--- config.mk ---
export PLATFORM = sky130hd
export DESIGN_NAME = id_stage
export DESIGN_NICKNAME = d
export VERILOG_FILES = /design/src/rtl/dlx_pkg.sv /design/src/rtl/reg_file.sv /design/src/rtl/id_stage.sv
export SDC_FILE = /design/constraint.sdc
export NUM_CORES = 2
export LEC_CHECK = 0
export CAP_MARGIN = 20
export CORE_MARGIN = 2
export CORE_UTILIZATION = 55
export DETAILED_ROUTE_END_ITERATION = 10
export PLACE_DENSITY = 0.8
export SYNTH_ARGS = -nofsm -noshare
export SYNTH_HDL_FRONTEND = slang
export SYNTH_HIERARCHICAL = 1
export SYNTH_SLANG_ARGS = --single-unit
--- constraint.sdc ---
create_clock -name clk -period 3.45 [get_ports clk]
set_input_delay 0.345 -clock clk [delete_from_list [all_inputs] [get_ports clk]]
set_output_delay 0.345 -clock clk [all_outputs]
set_load 0.01 [all_outputs]
--- src/rtl/dlx_pkg.sv ---
// -----------------------------------------------------------------------------
// dlx_pkg -- shared constants and helpers for the DLX decode stage.
//
// Contents:
//   DATA_W / REG_AW / NUM_REGS / OP_W : datapath and register-file widths
//   OP_*                              : opcodes decoded by id_stage
//   NOP / LINK_REG                    : bubble instruction, JAL link register
//   ifid_t                            : IF/ID pipeline register contents
//   instr_class_e / classify()        : instruction format classification
//   sext16() / sext26()               : immediate sign extension
// -----------------------------------------------------------------------------
package dlx_pkg;

   localparam int DATA_W   = 32;
   localparam int REG_AW   = 5;
   localparam int NUM_REGS = 32;
   localparam int OP_W     = 6;

   localparam logic [OP_W-1:0] OP_RTYPE = 6'h00;
   localparam logic [OP_W-1:0] OP_J     = 6'h02;
   localparam logic [OP_W-1:0] OP_JAL   = 6'h03;
   localparam logic [OP_W-1:0] OP_BEQZ  = 6'h04;
   localparam logic [OP_W-1:0] OP_BNEZ  = 6'h05;
   localparam logic [OP_W-1:0] OP_LW    = 6'h23;

   localparam logic [DATA_W-1:0] NOP      = 32'h0000_0000;
   localparam logic [REG_AW-1:0] LINK_REG = 5'd31;

   typedef struct packed {
      logic [DATA_W-1:0] pc_4;
      logic [DATA_W-1:0] instr;
      logic              valid;
   } ifid_t;

   // Format decides which fields are register sources and how the
   // immediate is formed.
   typedef enum logic [1:0] {
      CLS_R = 2'd0,
      CLS_I = 2'd1,
      CLS_J = 2'd2
   } instr_class_e;

   function automatic instr_class_e classify(input logic [OP_W-1:0] op);
      instr_class_e cls;
      case (op)
         OP_RTYPE:      cls = CLS_R;
         OP_J, OP_JAL:  cls = CLS_J;
         default:       cls = CLS_I;
      endcase
      return cls;
   endfunction

   function automatic logic [DATA_W-1:0] sext16(input logic [15:0] v);
      return {{16{v[15]}}, v};
   endfunction

   function automatic logic [DATA_W-1:0] sext26(input logic [25:0] v);
      return {{6{v[25]}}, v};
   endfunction

endpackage : dlx_pkg

--- src/rtl/reg_file.sv ---
// -----------------------------------------------------------------------------
// reg_file -- 32 x 32 DLX general-purpose register file.
//
// Two combinational read ports, one synchronous write port. r0 always reads
// zero and ignores writes. Synchronous active-high reset clears every entry.
//
// Build option: define WB_BYPASS_EN to forward the write data to a read port
// addressing the register being written in the same cycle.
//
// Ports:
//   clk_i     in   1   rising-edge clock
//   rst_i     in   1   synchronous active-high reset
//   we_i      in   1   write enable
//   waddr_i   in   5   write address
//   wdata_i   in   32  write data
//   raddr1_i  in   5   read port 1 address
//   raddr2_i  in   5   read port 2 address
//   rdata1_o  out  32  read port 1 data
//   rdata2_o  out  32  read port 2 data
// -----------------------------------------------------------------------------
module reg_file
   import dlx_pkg::*;
(
   input  logic              clk_i,
   input  logic              rst_i,
   input  logic              we_i,
   input  logic [REG_AW-1:0] waddr_i,
   input  logic [DATA_W-1:0] wdata_i,
   input  logic [REG_AW-1:0] raddr1_i,
   input  logic [REG_AW-1:0] raddr2_i,
   output logic [DATA_W-1:0] rdata1_o,
   output logic [DATA_W-1:0] rdata2_o
);

   logic [DATA_W-1:0] regs_q [NUM_REGS];

   always_ff @(posedge clk_i) begin
      if (rst_i) begin
         for (int i = 0; i < NUM_REGS; i++) begin
            regs_q[i] <= '0;
         end
      end else if (we_i && (waddr_i != '0)) begin
         regs_q[waddr_i] <= wdata_i;
      end
   end

   always_comb begin
      rdata1_o = (raddr1_i == '0) ? '0 : regs_q[raddr1_i];
      rdata2_o = (raddr2_i == '0) ? '0 : regs_q[raddr2_i];
`ifdef WB_BYPASS_EN
      // Same-cycle write wins over the stored value; r0 is never forwarded.
      if (we_i && (waddr_i != '0) && (waddr_i == raddr1_i)) begin
         rdata1_o = wdata_i;
      end
      if (we_i && (waddr_i != '0) && (waddr_i == raddr2_i)) begin
         rdata2_o = wdata_i;
      end
`endif
   end

endmodule : reg_file

--- src/rtl/id_stage.sv ---
// -----------------------------------------------------------------------------
// id_stage -- DLX instruction-decode stage.
//
// Holds the IF/ID pipeline register, decodes the instruction combinationally,
// reads operands from the register file, detects load-use (and, without the
// writeback bypass, write/read) hazards, and resolves branches and jumps.
//
// Build option: WB_BYPASS_EN
//   defined   : a source register written by writeback this cycle reads the
//               new value through the register-file bypass.
//   undefined : such a read stalls the stage for one cycle until the write
//               has landed.
//
// Ports:
//   clk             in   1   rising-edge clock
//   reset           in   1   synchronous active-high reset
//   add_pc_4_in     in   32  PC+4 from fetch
//   instruction_in  in   32  fetched instruction
//   wb_reg_write    in   1   writeback enable
//   wb_rd           in   5   writeback register
//   wb_data         in   32  writeback data
//   ex_mem_read     in   1   instruction in EX is a load
//   ex_rd           in   5   destination of the instruction in EX
//   add_out         out  32  branch/jump target
//   mux_pcsrc_out   out  1   1 = fetch from add_out, 0 = PC+4
//   pc_write_en     out  1   PC and IF/ID load enable (0 = stall)
//   id_valid        out  1   decoded instruction valid (0 = bubble)
//   id_opcode       out  6   opcode field
//   id_rs1/2        out  5   source register fields
//   id_rd           out  5   destination register (31 for JAL)
//   id_pc_4         out  32  PC+4 of the decoded instruction
//   id_rs1/2_data   out  32  source operands
//   id_imm          out  32  sign-extended immediate
// -----------------------------------------------------------------------------
module id_stage
   import dlx_pkg::*;
(
   input  logic              clk,
   input  logic              reset,
   input  logic [DATA_W-1:0] add_pc_4_in,
   input  logic [DATA_W-1:0] instruction_in,
   input  logic              wb_reg_write,
   input  logic [REG_AW-1:0] wb_rd,
   input  logic [DATA_W-1:0] wb_data,
   input  logic              ex_mem_read,
   input  logic [REG_AW-1:0] ex_rd,
   output logic [DATA_W-1:0] add_out,
   output logic              mux_pcsrc_out,
   output logic              pc_write_en,
   output logic              id_valid,
   output logic [OP_W-1:0]   id_opcode,
   output logic [REG_AW-1:0] id_rs1,
   output logic [REG_AW-1:0] id_rs2,
   output logic [REG_AW-1:0] id_rd,
   output logic [DATA_W-1:0] id_pc_4,
   output logic [DATA_W-1:0] id_rs1_data,
   output logic [DATA_W-1:0] id_rs2_data,
   output logic [DATA_W-1:0] id_imm
);

   ifid_t ifid_q, ifid_d;

   instr_class_e      cls;
   logic [OP_W-1:0]   opcode;
   logic [REG_AW-1:0] rs1, rs2, rd_r;
   logic              uses_rs1, uses_rs2;
   logic              load_hazard, wb_hazard, stall;
   logic              cond_taken, taken;
   logic [DATA_W-1:0] rs1_data, rs2_data;
   logic [DATA_W-1:0] imm;

   // ---------------------------------------------------------------- IF/ID
   always_ff @(posedge clk) begin
      if (reset) begin
         ifid_q <= '{pc_4: '0, instr: NOP, valid: 1'b0};
      end else begin
         ifid_q <= ifid_d;
      end
   end

   always_comb begin
      ifid_d = ifid_q;
      if (stall) begin
         ifid_d = ifid_q;
      end else if (taken) begin
         // The fall-through instruction fetched behind a taken transfer is
         // squashed; its PC+4 is kept only as a don't-care payload.
         ifid_d = '{pc_4: add_pc_4_in, instr: NOP, valid: 1'b0};
      end else begin
         ifid_d = '{pc_4: add_pc_4_in, instr: instruction_in, valid: 1'b1};
      end
   end

   // ---------------------------------------------------------------- decode
   assign opcode = ifid_q.instr[31:26];
   assign rs1    = ifid_q.instr[25:21];
   assign rs2    = ifid_q.instr[20:16];
   assign rd_r   = ifid_q.instr[15:11];
   assign cls    = classify(opcode);

   // J/JAL read no register; I-type reads rs1 only; R-type reads both.
   assign uses_rs1 = (cls != CLS_J);
   assign uses_rs2 = (cls == CLS_R);

   reg_file u_reg_file (
      .clk_i    (clk),
      .rst_i    (reset),
      .we_i     (wb_reg_write),
      .waddr_i  (wb_rd),
      .wdata_i  (wb_data),
      .raddr1_i (rs1),
      .raddr2_i (rs2),
      .rdata1_o (rs1_data),
      .rdata2_o (rs2_data)
   );

   assign load_hazard = ex_mem_read && (ex_rd != '0) &&
                        ((uses_rs1 && (ex_rd == rs1)) ||
                         (uses_rs2 && (ex_rd == rs2)));

`ifdef WB_BYPASS_EN
   assign wb_hazard = 1'b0;
`else
   // Without forwarding the register file would hand back the stale value,
   // so hold the instruction one cycle until the write has landed.
   assign wb_hazard = wb_reg_write && (wb_rd != '0) &&
                      ((uses_rs1 && (wb_rd == rs1)) ||
                       (uses_rs2 && (wb_rd == rs2)));
`endif

   // A bubble in IF/ID has nothing to protect, so it never stalls.
   assign stall = ifid_q.valid && (load_hazard || wb_hazard);

   always_comb begin
      case (opcode)
         OP_BEQZ:      cond_taken = (rs1_data == '0);
         OP_BNEZ:      cond_taken = (rs1_data != '0);
         OP_J, OP_JAL: cond_taken = 1'b1;
         default:      cond_taken = 1'b0;
      endcase
   end

   assign taken = ifid_q.valid && !stall && cond_taken;

   always_comb begin
      case (opcode)
         OP_RTYPE:              id_rd = rd_r;
         OP_JAL:                id_rd = LINK_REG;
         OP_J, OP_BEQZ, OP_BNEZ: id_rd = '0;
         default:               id_rd = rs2;
      endcase
   end

   assign imm = (cls == CLS_J) ? sext26(ifid_q.instr[25:0])
                               : sext16(ifid_q.instr[15:0]);

   assign add_out       = ifid_q.pc_4 + imm;
   assign mux_pcsrc_out = taken;
   assign pc_write_en   = reset || !stall;
   assign id_valid      = ifid_q.valid && !stall;
   assign id_opcode     = opcode;
   assign id_rs1        = rs1;
   assign id_rs2        = rs2;
   assign id_pc_4       = ifid_q.pc_4;
   assign id_rs1_data   = rs1_data;
   assign id_rs2_data   = rs2_data;
   assign id_imm        = imm;

endmodule : id_stage

Word level (Yosys, flattened, before mapping)
Memory sizes are Yosys's and may differ from the RTL's. A register that Yosys moved wholly into a read port is not among the register bits.
Index checks and enable logic that the tools add are counted.
Operators by class
  reductions and logical operators: 27
  multiplexer cells: 19
  $add $sub $neg: 1
  equal/unequal tests: 10
Operator list (number)
  $mux W32: 4
  $mux W33: 1
  $add A32 B32 Y32: 1
  $logic_not A32 Y1: 1
  $reduce_bool A32 Y1: 1
  $reduce_or A32 Y1: 1
  $mux W5: 5
  $eq A5 B5 Y1: 4
  $pmux W5 S3: 1
  $eq A6 B2 Y1 const B: 2
  $eq A6 B3 Y1 const B: 2
  $logic_and A1 B1 Y1: 11
  $logic_not A5 Y1: 2
  $reduce_bool A5 Y1: 2
  $logic_not A6 Y1: 1
  $mux W1: 6
  $logic_or A1 B1 Y1: 4
  $pmux W2 S2: 1
  $pmux W1 S3: 1
  $reduce_or A3 Y1: 1
  $eq A2 B2 Y1 const B: 1
  $logic_not A2 Y1: 1
  $ne A2 B2 Y1 const B: 1
  $reduce_or A2 Y1: 1
  $logic_not A1 Y1: 1
Word-level totals
  bits of input ports: 110
  memory bits (writable): 1024
  register bits: 65
  word-level logic and storage cells: 61
  output and inout port bits: 184
  memories: 1
Memory list
  u_reg_file.regs_q: depth 32, width 32, rd ports 2, clocked after Yosys merged registers in 2, write ports 32, RTL line reg_file.sv:35  | logic [DATA_W-1:0] regs_q [NUM_REGS];

Logic depth before layout (Yosys ltp)
  word-level depth: 15
  depth in mapped cells: 17
  gate-level depth less buffers: 12

Cells and area by module
The synthesis kept the hierarchy.
Modules (own cells, without submodules)
  reg_file: cells an instance 3502, sequential area each 30749.5 um^2, area each 54253.3 um^2, times used 1
  id_stage: cells an instance 599, sequential area each 1301.2 um^2, area each 5033.6 um^2, times used 1

Least setup slack after synthesis
No wires, ideal clock.
  path type: register to register
  start point: register ifid_q (netlist bit id_rs1[2])
  end point: register ifid_q (netlist bit id_rs2[2])
  buffers on the path: 4
  arrival: 3.668 ns
  clock period less this slack: 3.785 ns
  setup time: 0.117 ns
  data required time: 3.333 ns
  stages on the path, launching flop included: 16
  slack: -0.335 ns
  path through: dfxtp_1 -> buf_2 -> buf_2 -> clkbuf_1 -> mux4_2 -> mux4_2 -> o22ai_1 -> nor3_1 -> nor4_1 -> nand4_1 -> or3_1 -> a31oi_1 -> and4bb_4 -> nor3b_4 -> buf_6 -> a22o_1
On the way
  elaborated cells on any way between the ends: 19
  classes of those cells: eq/ne: 2; mux: 3; reduce/logical: 14
RTL lines
  start: declaration: RTL line id_stage.sv:61  | ifid_t ifid_q, ifid_d;
  start signal: assignment: RTL line id_stage.sv:75  | ifid_q <= '{pc_4: '0, instr: NOP, valid: 1'b0};
  start signal: assignment: RTL line id_stage.sv:77  | ifid_q <= ifid_d;
  $logic_not A5 Y1 *: RTL line reg_file.sv:48  | rdata1_o = (raddr1_i == '0) ? '0 : regs_q[raddr1_i];
  $mux W32 *: RTL line reg_file.sv:48
  net id_rs1_data[16]: RTL line id_stage.sv:56  | output logic [DATA_W-1:0] id_rs1_data,
  $reduce_bool A32 Y1 / $logic_not A32 Y1 (equally long branches): RTL line id_stage.sv:137, id_stage.sv:136
  $pmux W1 S3 *: RTL line id_stage.sv:135  | case (opcode)
  $logic_and A1 B1 Y1 *: RTL line id_stage.sv:143  | assign taken = ifid_q.valid && !stall && cond_taken;
  net mux_pcsrc_out: RTL line id_stage.sv:48  | output logic mux_pcsrc_out,
  $mux W33 *: RTL line id_stage.sv:85  | end else if (taken) begin
The timed path passes the listed nets; every way through them passes the cells marked *.
A chain may end at the register's enable or synchronous reset.

Worst setup path after layout
  start point: register ifid_q (netlist bit id_rs1[1])
  end point: output mux_pcsrc_out
On the way
  cells in the longest elaborated chain, start to end: 9
  elaborated cells on any way between the ends: 18
  classes of those cells: eq/ne: 2; mux: 2; reduce/logical: 14
RTL lines (RTL line)
  branches (longest 8 deep; another with $mux W32)
  $logic_and A1 B1 Y1 *: id_stage.sv:143
  end: declaration: id_stage.sv:48
Mark *: on every way between the ends.

==> reports/metrics.csv <==
stage,metric,value,unit
synth,synth-async-reset-ratio,0,%
routing,drt_wl_total,235000,µm
synth,synthDominantCellAreaShare,51.9,%
layout,synthToLayoutAreaGrowth,30.2,%
synth,synth.distinct_cells,76,
clocking,cts_tree,built,
global_routing,overflow,0,
clocking,cts_buffers,111,
clocking,cts_buffer_depth,3,
worst_setup_path,worst-path-max-fanout,7,
power,p_leak,0.0281,µW
place,dp_slack,-1.53,ns
global_routing,grt_pass1_vias,45600,
outcome,violations,negative setup slack,
worst_setup_path,crit_slowest_cell,o22ai_1,
power,pwr-share-clk,35.1,%
sta,drv_slew,0,
routing,viasPerCell,7.34,
floorplan,rows,120,
synth,yosysTopAreaCell,edfxtp_1,
worst_setup_path,worstSetupEndpointType,output pin,
worst_setup_path,path_cells,"buf_12, buf_16, bufbuf_16, mux4_2, o22ai_1, nor3_2, nor4_2, buf_4, nand4_1, buf_4, or3_4, a31oi_1, and4bb_4, buf_6",
synth,ys_ff_latch,1089,
worst_setup_path,critPathMaxStageDelay,0.50,ns
place,gp_congestion,1.02,
sta,fin_ws,-2.04,ns
sta,finalHoldViolations,0,
layout,finish.utilization,72.1,%
power,powerDensity,467,nW/µm²
power,combPwrFrac,21.3,%
worst_setup_path,required,3.11,ns
sta,fin_crit_sh,159,%
floorplan,io-pin-count,294,
synth,seq_area_frac_synth,54.1,%
synth,synth_common_cells,"edfxtp_1 (1024), and2_1 (1000), mux4_2 (472), clkbuf_1 (285), mux2i_1 (184)",
global_routing,antenna_found_initial,15,
sta,setup_violations,117,
worst_setup_path,crit_top_cell,buf_4,
sta,period_minus_slack,5.49,ns
sta,rsz0062_at_grt,true,
routing,first_pass_iters,9,
outcome,status,"finished, violations left",
clocking,clk_root_buffer_cell,clkbuf_16,
synth,synth.avg_cell_area,14.5,µm²
worst_setup_path,worst-setup-path-type,reg2out,
power,peakVddDrop,477,µV
clocking,clk_pin_slew,0.06,ns
synth,yosys.cell_count.top_type,edfxtp_1,
global_routing,grt_max_degree,44,
place,dp_hpwl,133000,µm
routing,via_count,46800,
worst_setup_path,cp_num_buf_inv,6,
synth,synthesis.area,59300,µm²
sta,fin_skew,0.0399,ns
global_routing,grt.total_usage,40.2,%
synth,synth.area.top_cells,"edfxtp_1 (52%), mux4_2 (18%), and2_1 (11%)",
layout,multi_input_area,27700,µm²
floorplan,design.core.area,107000,µm²
worst_setup_path,crit_path_start,id_rs1[1],
power,p_sw,9940,µW
place,portBuffers,293,
worst_setup_path,start_kind,flop,
routing,drc,0,
sta,slew_headroom,21.7,%
min_path,min_from,reset,
worst_setup_path,r2r_start,id_rs1[1],
power,sw_frac_of_total,27.6,%
clocking,clk-insertion-delay-late,0.73,ns
sta,worstMarginPinSlew,1.17,ns
synth,postSynthCellCount,4101,
layout,fillers,6003,
routing,drt-initial-drc-count,8821,
layout,drive_above_1_share,39.4,%
layout,fin_cells,6380,
synth,synth-edff-count,1024,
floorplan,dieWidth,332,µm
layout,seqCellArea,32100,µm²
job,drv_cap,0,
routing,wl_per_cell,36.8,µm
power,total_power,36100,µW
power,p_int,26100,µW
min_path,hp-class,in2reg,
synth,synth-warning-count,6,
power,pwr-share-seq,43.6,%
worst_setup_path,crit_family,simple AND/OR/NAND/NOR gates,
clocking,htreeDepth,3,
floorplan,die_area,110000,µm²
layout,final_nets,5021,
floorplan,dieHeight,332,µm
place,post-place-cells,5889,
clocking,cts_sinks,1089,
routing,drt.antenna.violating_nets,0,
sta,clock.fmax,182,MHz
synth,synthFlopType,edfxtp_1,
global_routing,grt_pass1_wl,319000,µm
floorplan,initial_core_util,55.4,%
worst_setup_path,arrival,5.15,ns
clocking,ctsHoldBuffers,0,
worst paths after layout:
check	end	slack, ns	depth (start not counted)
max reg2reg	id_rs1[0]	-1.77	18
min	id_pc_4[15]	0.24	3
max	mux_pcsrc_out	-2.04	14
min reg2reg	ifid_q[2]	0.53	1
worst min-delay path, stage by stage:
cell    delay [ns]
buf_4         0.20
buf_4         0.24
nor2_1        0.10
kinds of logic after synthesis:
family	after synthesis	share of synthesized area, %
muxes	687	21.6
DFF	1089	54.1
adders and majority gates	32	0.688
and+or+nand+nor	1350	13.7
xor gates and xnor gates	36	0.532
other	1	0.00633
AOI/OAI and AO/OA	408	5.16
buffers and inverters	498	4.25
layer usage:
metal / global-route usage [%] / part of all wire (%) / wire length [µm] / vias to the layer above
met5: 0.0434 / 0.035 / 81 / -
met4: 33.0 / 11 / 25700 / 14
met3: 13.7 / 16 / 37800 / 1626
met2: 60.3 / 43 / 101000 / 5435
met1: 47.2 / 30 / 69600 / 22500
li1: - / - / - / 17300
cell usage in the layout (no fill, tap or decap), drive strengths merged, types with 8 or more instances in the layout:
cell type and instances:
a22oi 16, inv 20, xnor2 20, nor4 16, or2 36, dlymetal6s2s 10
xor2 16, o21ai 19, a211oi 14, clkinv 46, nand3 13, a22o 83
mux2 31, nand2 27, buf 873, dlygate4sd2 11, conb 32, mux4 472
nor3 69, diode 8, dfxtp 65, ha 31, a2111oi 55, edfxtp 1024
clkbuf 151, and2 1000, bufinv 16, clkdlybuf4s50 199, o211ai 8, o22ai 104
mux2i 184, and3 10, nor2 107, a21oi 41, nor2b 19, a21o 19
nand2b 10
per-stage QoR:
stage	hold WS (ns)	cell area, µm²	setup TNS [ns]
floorplan	0.470	59800	-1.18
global placement	0.510	66900	-48.70
detailed placement	0.522	66900	-50.86
CTS	0.226	74800	-66.92
global route	0.260	77200	-84.25
finish	0.237	77200	-84.06
layout make-up:
class / count / area share [%]
sequential: 1089 / 41.6
timing repair buffer: 1114 / 15.3
clock inverter: 66 / 1.01
tap: 1403 / 2.27
antenna: 8 / 0.0259
clock buffer: 137 / 3.83
multi-input combinational: 2545 / 35.9
inverter: 18 / 0.0908
repair_timing:
item,in CTS,in global routing
gates resized for setup,770,309
buffers inserted,170,127
endpoints found under the hold margin,0,0
cloned,23,6
pin swaps,151,148
endpoints found under the setup margin,124,163
flip-flops by register name (all words and copies together), names as in the netlist:
signal,cells
id_opcode,6
id_pc_4,32
id_rs1,5
id_rs2,5
ifid_q,17
u_reg_file/regs_q,1024
power groups by stage:
stage	clock network [µW]	registers, µW	logic [µW]
finish	12600	15700	7700
global route	13100	15700	7770
CTS	12500	15600	6830
detailed placement	0	15900	5980
global placement	0	15800	5890
floorplan	0	15700	3230
(Power assumes the default switching activity.)
